## config.mk

```make
export PLATFORM = sky130hd
export DESIGN_NAME = pipeline_hazard_ctrl
export DESIGN_NICKNAME = d
export VERILOG_FILES = /design/src/rtl/pipeline_hazard_ctrl.sv
export SDC_FILE = /design/constraint.sdc
export NUM_CORES = 1
export LEC_CHECK = 0
export CAP_MARGIN = 20
export CORE_MARGIN = 2
export CORE_UTILIZATION = 43
export CTS_CLUSTER_DIAMETER = 40
export DETAILED_ROUTE_END_ITERATION = 10
export PLACE_DENSITY_LB_ADDON = 0.25
export SETUP_SLACK_MARGIN = 0.2
export SLEW_MARGIN = 20
export SYNTH_ARGS = -nofsm -noshare
export SYNTH_HDL_FRONTEND = slang
export SYNTH_SLANG_ARGS = --single-unit
```

## constraint.sdc

```tcl
create_clock -name clk -period 2.4 [get_ports clk]
set_clock_uncertainty 0.05 [all_clocks]
set_input_delay 0.48 -clock clk [delete_from_list [all_inputs] [get_ports clk]]
set_output_delay 0.48 -clock clk [all_outputs]
set_load 0.02 [all_outputs]
```

## src/rtl/pipeline_hazard_ctrl.sv

```systemverilog
// pipeline_hazard_ctrl
//   Hazard and stall sequencer for the 5-stage RISC-V pipeline. It drives the
//   stall/flush enables of the pipeline registers, the EX-stage forwarding
//   selects, and the data-memory req/ack handshake, which has a timeout guard.
//
// Ports:
//   clk, rst              clock (rising edge), asynchronous active-high reset
//   rs1D/rs2D             ID-stage source registers
//   rs1E/rs2E/rdE         EX-stage sources / destination
//   memReadE, pcSrcE      EX load flag, EX taken branch/jump
//   rdM, regWriteM        MEM-stage destination / write enable
//   memReqM, memAckM      MEM data-memory request / completion
//   rdW, regWriteW        WB-stage destination / write enable
//   stallF..flushW        pipeline register hold/clear enables
//   forwardAE/forwardBE   operand selects: 00 regfile, 01 WB, 10 MEM
//   memReqOut             request valid to data memory
//   error                 sticky memory-timeout flag
//   stallCount            saturating count of cycles with stallF asserted
module pipeline_hazard_ctrl #(
  parameter int unsigned TIMEOUT = 64,
  parameter int unsigned CNT_W   = 16
) (
  input  logic             clk,
  input  logic             rst,
  input  logic [4:0]       rs1D,
  input  logic [4:0]       rs2D,
  input  logic [4:0]       rs1E,
  input  logic [4:0]       rs2E,
  input  logic [4:0]       rdE,
  input  logic             memReadE,
  input  logic             pcSrcE,
  input  logic [4:0]       rdM,
  input  logic             regWriteM,
  input  logic             memReqM,
  input  logic             memAckM,
  input  logic [4:0]       rdW,
  input  logic             regWriteW,
  output logic             stallF,
  output logic             stallD,
  output logic             flushD,
  output logic             stallE,
  output logic             flushE,
  output logic             stallM,
  output logic             flushW,
  output logic [1:0]       forwardAE,
  output logic [1:0]       forwardBE,
  output logic             memReqOut,
  output logic             error,
  output logic [CNT_W-1:0] stallCount
);

  localparam int unsigned WAIT_W = $clog2(TIMEOUT + 1);

  typedef enum logic [1:0] {RUN, MEM_WAIT, ERROR} state_t;

  state_t            state_q, state_d;
  logic [WAIT_W-1:0] wait_q, wait_d;
  logic              memStall;
  logic              loadUse;

  always_ff @(posedge clk or posedge rst) begin
    if (rst) begin
      state_q    <= RUN;
      wait_q     <= '0;
      error      <= 1'b0;
      stallCount <= '0;
    end else begin
      state_q <= state_d;
      wait_q  <= wait_d;
      error   <= error | (state_d == ERROR);
      if (stallF && (stallCount != '1))
        stallCount <= stallCount + 1'b1;
    end
  end

  // Counter holds the number of stalled waiting cycles so far; the RUN cycle
  // that issues the request counts as the first, so ERROR is entered once
  // the count would reach TIMEOUT without an ack.
  always_comb begin
    state_d = state_q;
    wait_d  = wait_q;
    unique case (state_q)
      RUN: begin
        if (memReqM && !memAckM) begin
          state_d = MEM_WAIT;
          wait_d  = WAIT_W'(1);
        end
      end
      MEM_WAIT: begin
        if (memAckM) begin
          state_d = RUN;
          wait_d  = '0;
        end else begin
          wait_d = wait_q + 1'b1;
          if (wait_q >= WAIT_W'(TIMEOUT - 1))
            state_d = ERROR;
        end
      end
      default: state_d = ERROR;
    endcase
  end

  assign memStall = ((state_q == RUN) && memReqM && !memAckM) ||
                    ((state_q == MEM_WAIT) && !memAckM) ||
                    (state_q == ERROR);

  assign loadUse = memReadE && (rdE != 5'd0) && ((rdE == rs1D) || (rdE == rs2D));

  always_comb begin
    stallF    = 1'b0;
    stallD    = 1'b0;
    flushD    = 1'b0;
    stallE    = 1'b0;
    flushE    = 1'b0;
    stallM    = 1'b0;
    flushW    = 1'b0;
    memReqOut = 1'b0;
    if (memStall) begin
      stallF = 1'b1;
      stallD = 1'b1;
      stallE = 1'b1;
      stallM = 1'b1;
      flushW = 1'b1;
    end else if (pcSrcE) begin
      flushD = 1'b1;
      flushE = 1'b1;
    end else if (loadUse) begin
      stallF = 1'b1;
      stallD = 1'b1;
      flushE = 1'b1;
    end
    unique case (state_q)
      RUN:      memReqOut = memReqM;
      MEM_WAIT: memReqOut = 1'b1;
      default:  memReqOut = 1'b0;
    endcase
  end

  always_comb begin
    forwardAE = 2'b00;
    forwardBE = 2'b00;
    if (regWriteM && (rdM != 5'd0) && (rdM == rs1E))
      forwardAE = 2'b10;
    else if (regWriteW && (rdW != 5'd0) && (rdW == rs1E))
      forwardAE = 2'b01;
    if (regWriteM && (rdM != 5'd0) && (rdM == rs2E))
      forwardBE = 2'b10;
    else if (regWriteW && (rdW != 5'd0) && (rdW == rs2E))
      forwardBE = 2'b01;
  end

endmodule

```

==> results_dict.tcl <==
set metrics [dict create \
    cp_slowest_cell "or4_4" \
    seq_power_share_pct 43.7 \
    synth_area_um2 1760 \
    ys_seq_area_share_pct 36.9 \
    switchingPower_uw 226 \
    avgSynthCellArea_um2 9.48 \
    clk_latency_ns 0.27 \
    cp_num_buf_inv 4 \
    root_buffer "clkbuf_8" \
    die_x_um 68.1 \
    dr.pass1.iters 4 \
    timing.fmax_mhz 428 \
    use_met1_pct 27.9 \
    power_density_nw_per_um2 348 \
    clk_pin_slew_worst_paths_ns 0.10 \
    cts_tree "done" \
    netlist_instances 186 \
    multiInputGateArea_um2 1200 \
    dieArea_um2 4630 \
    critical_path.top_delay_family "simple AND/OR/NAND/NOR gates" \
    routedWlPerCell_um 14.7 \
    drt-total-wl_um 4950 \
    p_leak_uw 0.00129 \
    start_util_pct 44.4 \
    cp.arrival_ns 1.81 \
    nets 331 \
    ant_nets 0 \
    grtUsageTotal_pct 21.4 \
    placement.io_buffers 71 \
    gp_congestion 0.797 \
    syn_to_final_growth_pct 63.2 \
    gr-usage-met2_pct 37.4 \
    vias_per_cell 5.04 \
    p_int_uw 775 \
    dr_total_vias 1693 \
    crit_path_max_fanout 2 \
    required_ns 1.87 \
    stdcell_area_um2 2880 \
    ys_types 35 \
    utilization_pct 72.5 \
    final_max_slew_viol_count 0 \
    cp_cell_sequence "buf_6, or4_4, o21ai_4, buf_6, buf_6, nor4_4, nor4_4, buf_4" \
    synth_edf_count 0 \
    io_pins 72 \
    p_comb_share_pct 20.7 \
    use_met3_pct 4.44 \
    cp-start-kind "primary input" \
    drt_iter0_drc 43 \
    hpwl_um 3780 \
    endpoint_kind "primary output" \
    drive_above_1_share_pct 36.1 \
    seqCellArea_um2 651 \
    placed_area_um2 2730 \
    irDropWorstVdd_mv 0.210 \
    grt_remaining_overflow 0 \
    p_sw_share_pct 22.6 \
    cts_inserted_buffers 3 \
    crit_top_cell "buf_6" \
    grt_pass1_vias 1629 \
    hold_violations 0 \
    grt_pass1_wl_um 7490 \
    hold_class "flop to flop" \
    outcome "finished, final reports clean" \
    antenna_found_initial 0 \
    finalCritPeriodShare_pct 97.4 \
    critPathKind "primary input to primary output" \
    synth_warnings 0 \
    core_area_um2 3970 \
    drc 0 \
    synth_nets 231 \
    worst_pin_slew_ns 0.451 \
    grt_busiest_layer "met2" \
    die-height_um 68.1 \
    grt_max_degree 27 \
    ctsHoldBuffers 0 \
    rsz0062_at_grt "true" \
    fillers 314 \
    ys.flop_type "dfrtp_1" \
    async_flop_share_pct 100 \
    h-tree-depth 1 \
    setup_viol 0 \
    ys_ff_latch 26 \
    power_frac_clock_pct 35.6 \
    clockBufferDepth 2 \
    max_stage_delay_ns 0.54 \
    rows 23 \
    maxSlewHeadroom_pct 69.7 \
    drv_cap 0 \
    clock-sinks 26 \
    finalCriticalPeriod_ns 2.34 \
]
cell type report:
type,instances,share of cell area [%]
multi-input cells,148,41.8
clock buffers,3,1.43
flip-flops and latches,26,22.6
repair buffers,100,29.9
diodes,1,0.0869
clock inverters,1,1.04
inverters,7,0.913
well taps,50,2.17
stage by stage:
| step | std cells | setup TNS (ns) | power [uW] | hold WS, ns | worst slack (ns) |
|---|---|---|---|---|---|
| floorplan | 186 | 0 | 511 | 0.402 | 0.202 |
| global placement | 327 | -6.43 | 632 | 0.399 | -0.811 |
| detailed placement | 327 | -7.01 | 636 | 0.403 | -0.848 |
| global route | 335 | 0 | 1050 | 0.460 | 0.0116 |
| finish | 336 | 0 | 1000 | 0.426 | 0.0616 |
| CTS | 334 | -0.0452 | 1000 | 0.426 | -0.0239 |
cells in the final DEF (no fill, tap or decap), types with 2 or more instances in the layout:
cell type        instances
nand2_1                 11
nor4_4                   4
clkbuf_8                 3
nor3_1                   2
dlygate4sd2_1            7
clkbuf_2                 9
o21ai_2                  4
nand3_1                  6
dlymetal6s2s_1           5
nand4b_1                 2
nand3_2                  8
clkdlybuf4s50_1         23
nor3_2                   2
nand4_2                  3
o21ai_0                 11
dfrtp_1                 26
or4_4                    5
clkdlybuf4s15_1          4
xnor2_1                 16
and4_1                   3
xnor2_2                  3
and3_1                   3
a21oi_1                  2
xor2_1                  24
ha_1                     2
nand4_1                  3
nor2_1                  17
buf_2                    8
inv_1                    7
buf_6                   13
buf_4                   30
worst paths after layout:
path	from	endpoint	slack (ns)	depth (start not counted)
worst max-delay path	rdM[1]	forwardAE[0]	0.06	8
worst min-delay path	error	error	0.43	1
worst max register to register	stallCount[7]	stallCount[1]	0.37	6
worst min register to register	error	error	0.43	1
max in group asynchronous	rst	wait_q[1]	1.53	3
min in group asynchronous	rst	wait_q[3]	0.51	3
repair_timing:
action / 4_1_cts / 5_1_grt
pin swaps: 24 / 19
resized for setup: 134 / 47
setup endpoints to repair: 20 / 10
cloned: 0 / 0
buffers inserted: 3 / 1
Yosys cell counts, types with 2 or more instances:
master	n	area, um^2
a21oi_1	2	10.0
and3_1	3	18.8
and4_1	3	26.3
buf_4	3	22.5
buf_6	2	22.5
dfrtp_1	26	651
ha_1	2	25.0
inv_1	7	26.3
nand2_1	11	41.3
nand3_1	8	40.0
nand3_2	6	60.1
nand4_1	3	18.8
nand4_2	3	37.5
nand4b_1	2	17.5
nor2_1	18	67.6
nor3_1	4	20.0
nor4_1	4	25.0
o21ai_0	15	75.1
or2_2	2	12.5
or4_1	5	37.5
xnor2_1	19	166
xor2_1	25	219
layer usage:
metal | vias up | share of wire, %
li1 | 848 | -
met1 | 788 | 43
met2 | 55 | 48
met3 | 2 | 8.4
met4 | 0 | 0.24
met5 | - | 0
state kept, by name, summed over array words and instances (netlist names):
| register | flops |
|---|---|
| state_q | 2 |
| error | 1 |
| stallCount | 16 |
| wait_q | 7 |
kinds of logic (layout without fill, tap and decap cells):
family                   count (synthesis)  after routing  share of synthesized area, %
XOR/XNOR                                44             44                          21.8
multiplexers                             2              2                          1.28
flip-flops                              26             26                          36.9
adder cells (fa/ha/maj)                  2              2                          1.42
buffers and inverters                   12            111                          4.04
AND/OR/NAND/NOR                         76             76                          26.0
other                                    0              1                             0
AO/OA/AOI/OAI                           24             24                          8.58
power groups by stage:
stage	clock network, uW	logic, uW	registers, uW
floorplan	0	64.5	446
global placement	0	186	446
detailed placement	0	189	446
CTS	365	197	438
global route	386	222	438
finish	357	207	438
(Power assumes the default switching activity.)
==> patch: new RTL, same flow settings <==
Change the parameter `TIMEOUT` from 64 to 128.
--- a/src/rtl/pipeline_hazard_ctrl.sv
+++ b/src/rtl/pipeline_hazard_ctrl.sv
@@ -19,3 +19,3 @@
 module pipeline_hazard_ctrl #(
-  parameter int unsigned TIMEOUT = 64,
+  parameter int unsigned TIMEOUT = 128,
   parameter int unsigned CNT_W   = 16
Check against the original RTL: same outputs for any inputs over 10 cycles, from zero or initial values and one cycle with rst high; that may be too few to reach the edited logic, so the function may still have changed.
==> patch against the unedited design <==
Synthesized area grew 1.3%; setup slack better by 39 ps; final area fell by 1.1%; register-to-register slack improved by 140 ps; die area increased by 1.3%; non-clock buffer count up 4; utilization shrank 1.3 points; wire length fell by 3.9%; fmax grew 1.7%; sequential cell count is 1 higher; count of clock-buffer cells in the layout is 1 higher; first-iteration DRC count decreased by 9.3%.
Power is not compared: it rests on default switching activity, and its combinational part moved more than twofold at a synthesized area within 25%.
==> patch: results (changes against the unedited design) <==
\begin{tabular}{lr}
\hline
Metric & Value \\
\hline
\multicolumn{2}{l}{\textbf{Worst setup path}} \\
\quad Library cell contributing the largest single delay on the critical path & or4\_1 \\
\quad Worst Path Arrival & 1770 ps (-40 ps) \\
\quad Timing startpoint of the critical path & rdW[2] \\
\quad Critical R2R Launch & stallCount[0] \\
\quad Delay of the slowest cell on the worst path & 480 ps (-60 ps) \\
\quad Slack of the worst reg-to-reg path & 510 ps (+140 ps) \\
\multicolumn{2}{l}{\textbf{Logic synthesis}} \\
\quad Most used standard cells in the synthesized netlist & 27 x dfrtp\_1, 25 x xor2\_1, 21 x xnor2\_1, 14 x nor2\_1, 10 x o21ai\_0 \\
\quad Xor-xnor portion of the synthesized cell area & 22.5\% (+0.69 points) \\
\quad Sequential area share after synthesis & 37.8\% (+0.91 points) \\
\quad Count of different cell masters after synthesis & 41 (+17\%) \\
\quad Adder and majority gate portion of the synthesized area & 1.40\% (-0.019 points) \\
\quad Portion of netlist area occupied by mux cells & 1.19\% (-0.087 points) \\
\quad Top post-synthesis cells by area & dfrtp\_1 38\%, xor2\_1 12\%, xnor2\_1 10\% \\
\multicolumn{2}{l}{\textbf{STA}} \\
\quad Worst Hold Margin & 419 ps (-6.90 ps) \\
\quad Worst slew margin & 63.9\% (-5.8 points) \\
\multicolumn{2}{l}{\textbf{Detailed routing}} \\
\quad Via/cell ratio & 5.14 (+2.1\%) \\
\quad Number of DRC markers after the initial detailed-route iteration & 39 (-9.3\%) \\
\multicolumn{2}{l}{\textbf{Layout}} \\
\quad Final net count & 335 (+1.2\%) \\
\quad Layout cell share with drive strength beyond 1 & 35.3\% (-0.85 points) \\
\quad N\_diodes & 0 (-1) \\
\quad Count of fill cells added during filler insertion & 317 (+0.96\%) \\
\multicolumn{2}{l}{\textbf{Global routing}} \\
\quad Largest net degree at the start of global routing & 28 (+3.7\%) \\
\quad Global-route total usage across every layer & 20.0\% (-1.4 points) \\
\multicolumn{2}{l}{\textbf{Clocking}} \\
\quad Clock-pin slew on the worst setup and hold paths & 80 ps (-20 ps) \\
\multicolumn{2}{l}{\textbf{Status}} \\
\quad Status & finished, final reports clean \\
\multicolumn{2}{l}{\textbf{Placed design}} \\
\quad DP HPWL & 3.70 mm (-2.1\%) \\
\quad Gp weighted congestion & 0.792 (-0.63\%) \\
\hline
\end{tabular}
## patch: cell types whose count changed in the layout (fill, tap and decap cells not counted), sizes merged, moves of 3 or more
cell,unedited run,this run
buf,51,55
a21oi,2,5
and3,3,6
clkbuf,12,15
clkdlybuf4s15,5,2
inv,7,4
nor2,18,15
## patch: cell type report
class / count / area (um^2) / share of cell area, %
multi-input cells: 150 / 1180 / 41.5
repair buffers: 104 / 866 / 30.4
flip-flops and latches: 27 / 676 / 23.7
well taps: 50 / 62.6 / 2.20
clock buffers: 4 / 45.0 / 1.58
inverters: 4 / 15.0 / 0.527
## patch: stage by stage
| stage | util, % | area [um^2] | setup WS [ps] | total power [uW] | std cells |
|---|---|---|---|---|---|
| 5_1_grt | 71.2 | 2850 | 39.0 | 1420 | 339 |
| 3_5_place_dp | 69.1 | 2760 | -806 | 1080 | 331 |
| 2_1_floorplan | - | 1820 | 155 | 820 | 186 |
| 6_report | 71.2 | 2850 | 100 | 1340 | 339 |
| 3_3_place_gp | 69.1 | 2760 | -784 | 1070 | 331 |
| 4_1_cts | 70.7 | 2830 | -55.1 | 1340 | 339 |
## patch: layer usage
metal / vias to the layer above / wire [um] / part of all wire (%) / global-route usage (%)
met5: - / 0 / 0 / 0
met1: 821 / 1960 / 41 / 26.0
met3: 2 / 484 / 10 / 3.62
li1: 855 / - / - / -
met4: 0 / 16 / 0.34 / 4.25
met2: 66 / 2290 / 48 / 34.6
## patch: power by group
part / leakage, uW / switching [uW] / internal, uW
clock network: 0.0000228 / 138 / 119
logic: 0.000876 / 226 / 275
registers: 0.000346 / 69.7 / 512
## patch: kinds of logic after synthesis
family          count (synthesis)
simple gates                   74
xor+xnor                       46
flops                          27
compound gates                 26
buf+inv                         9
mux                             2
fa+ha+maj                       2
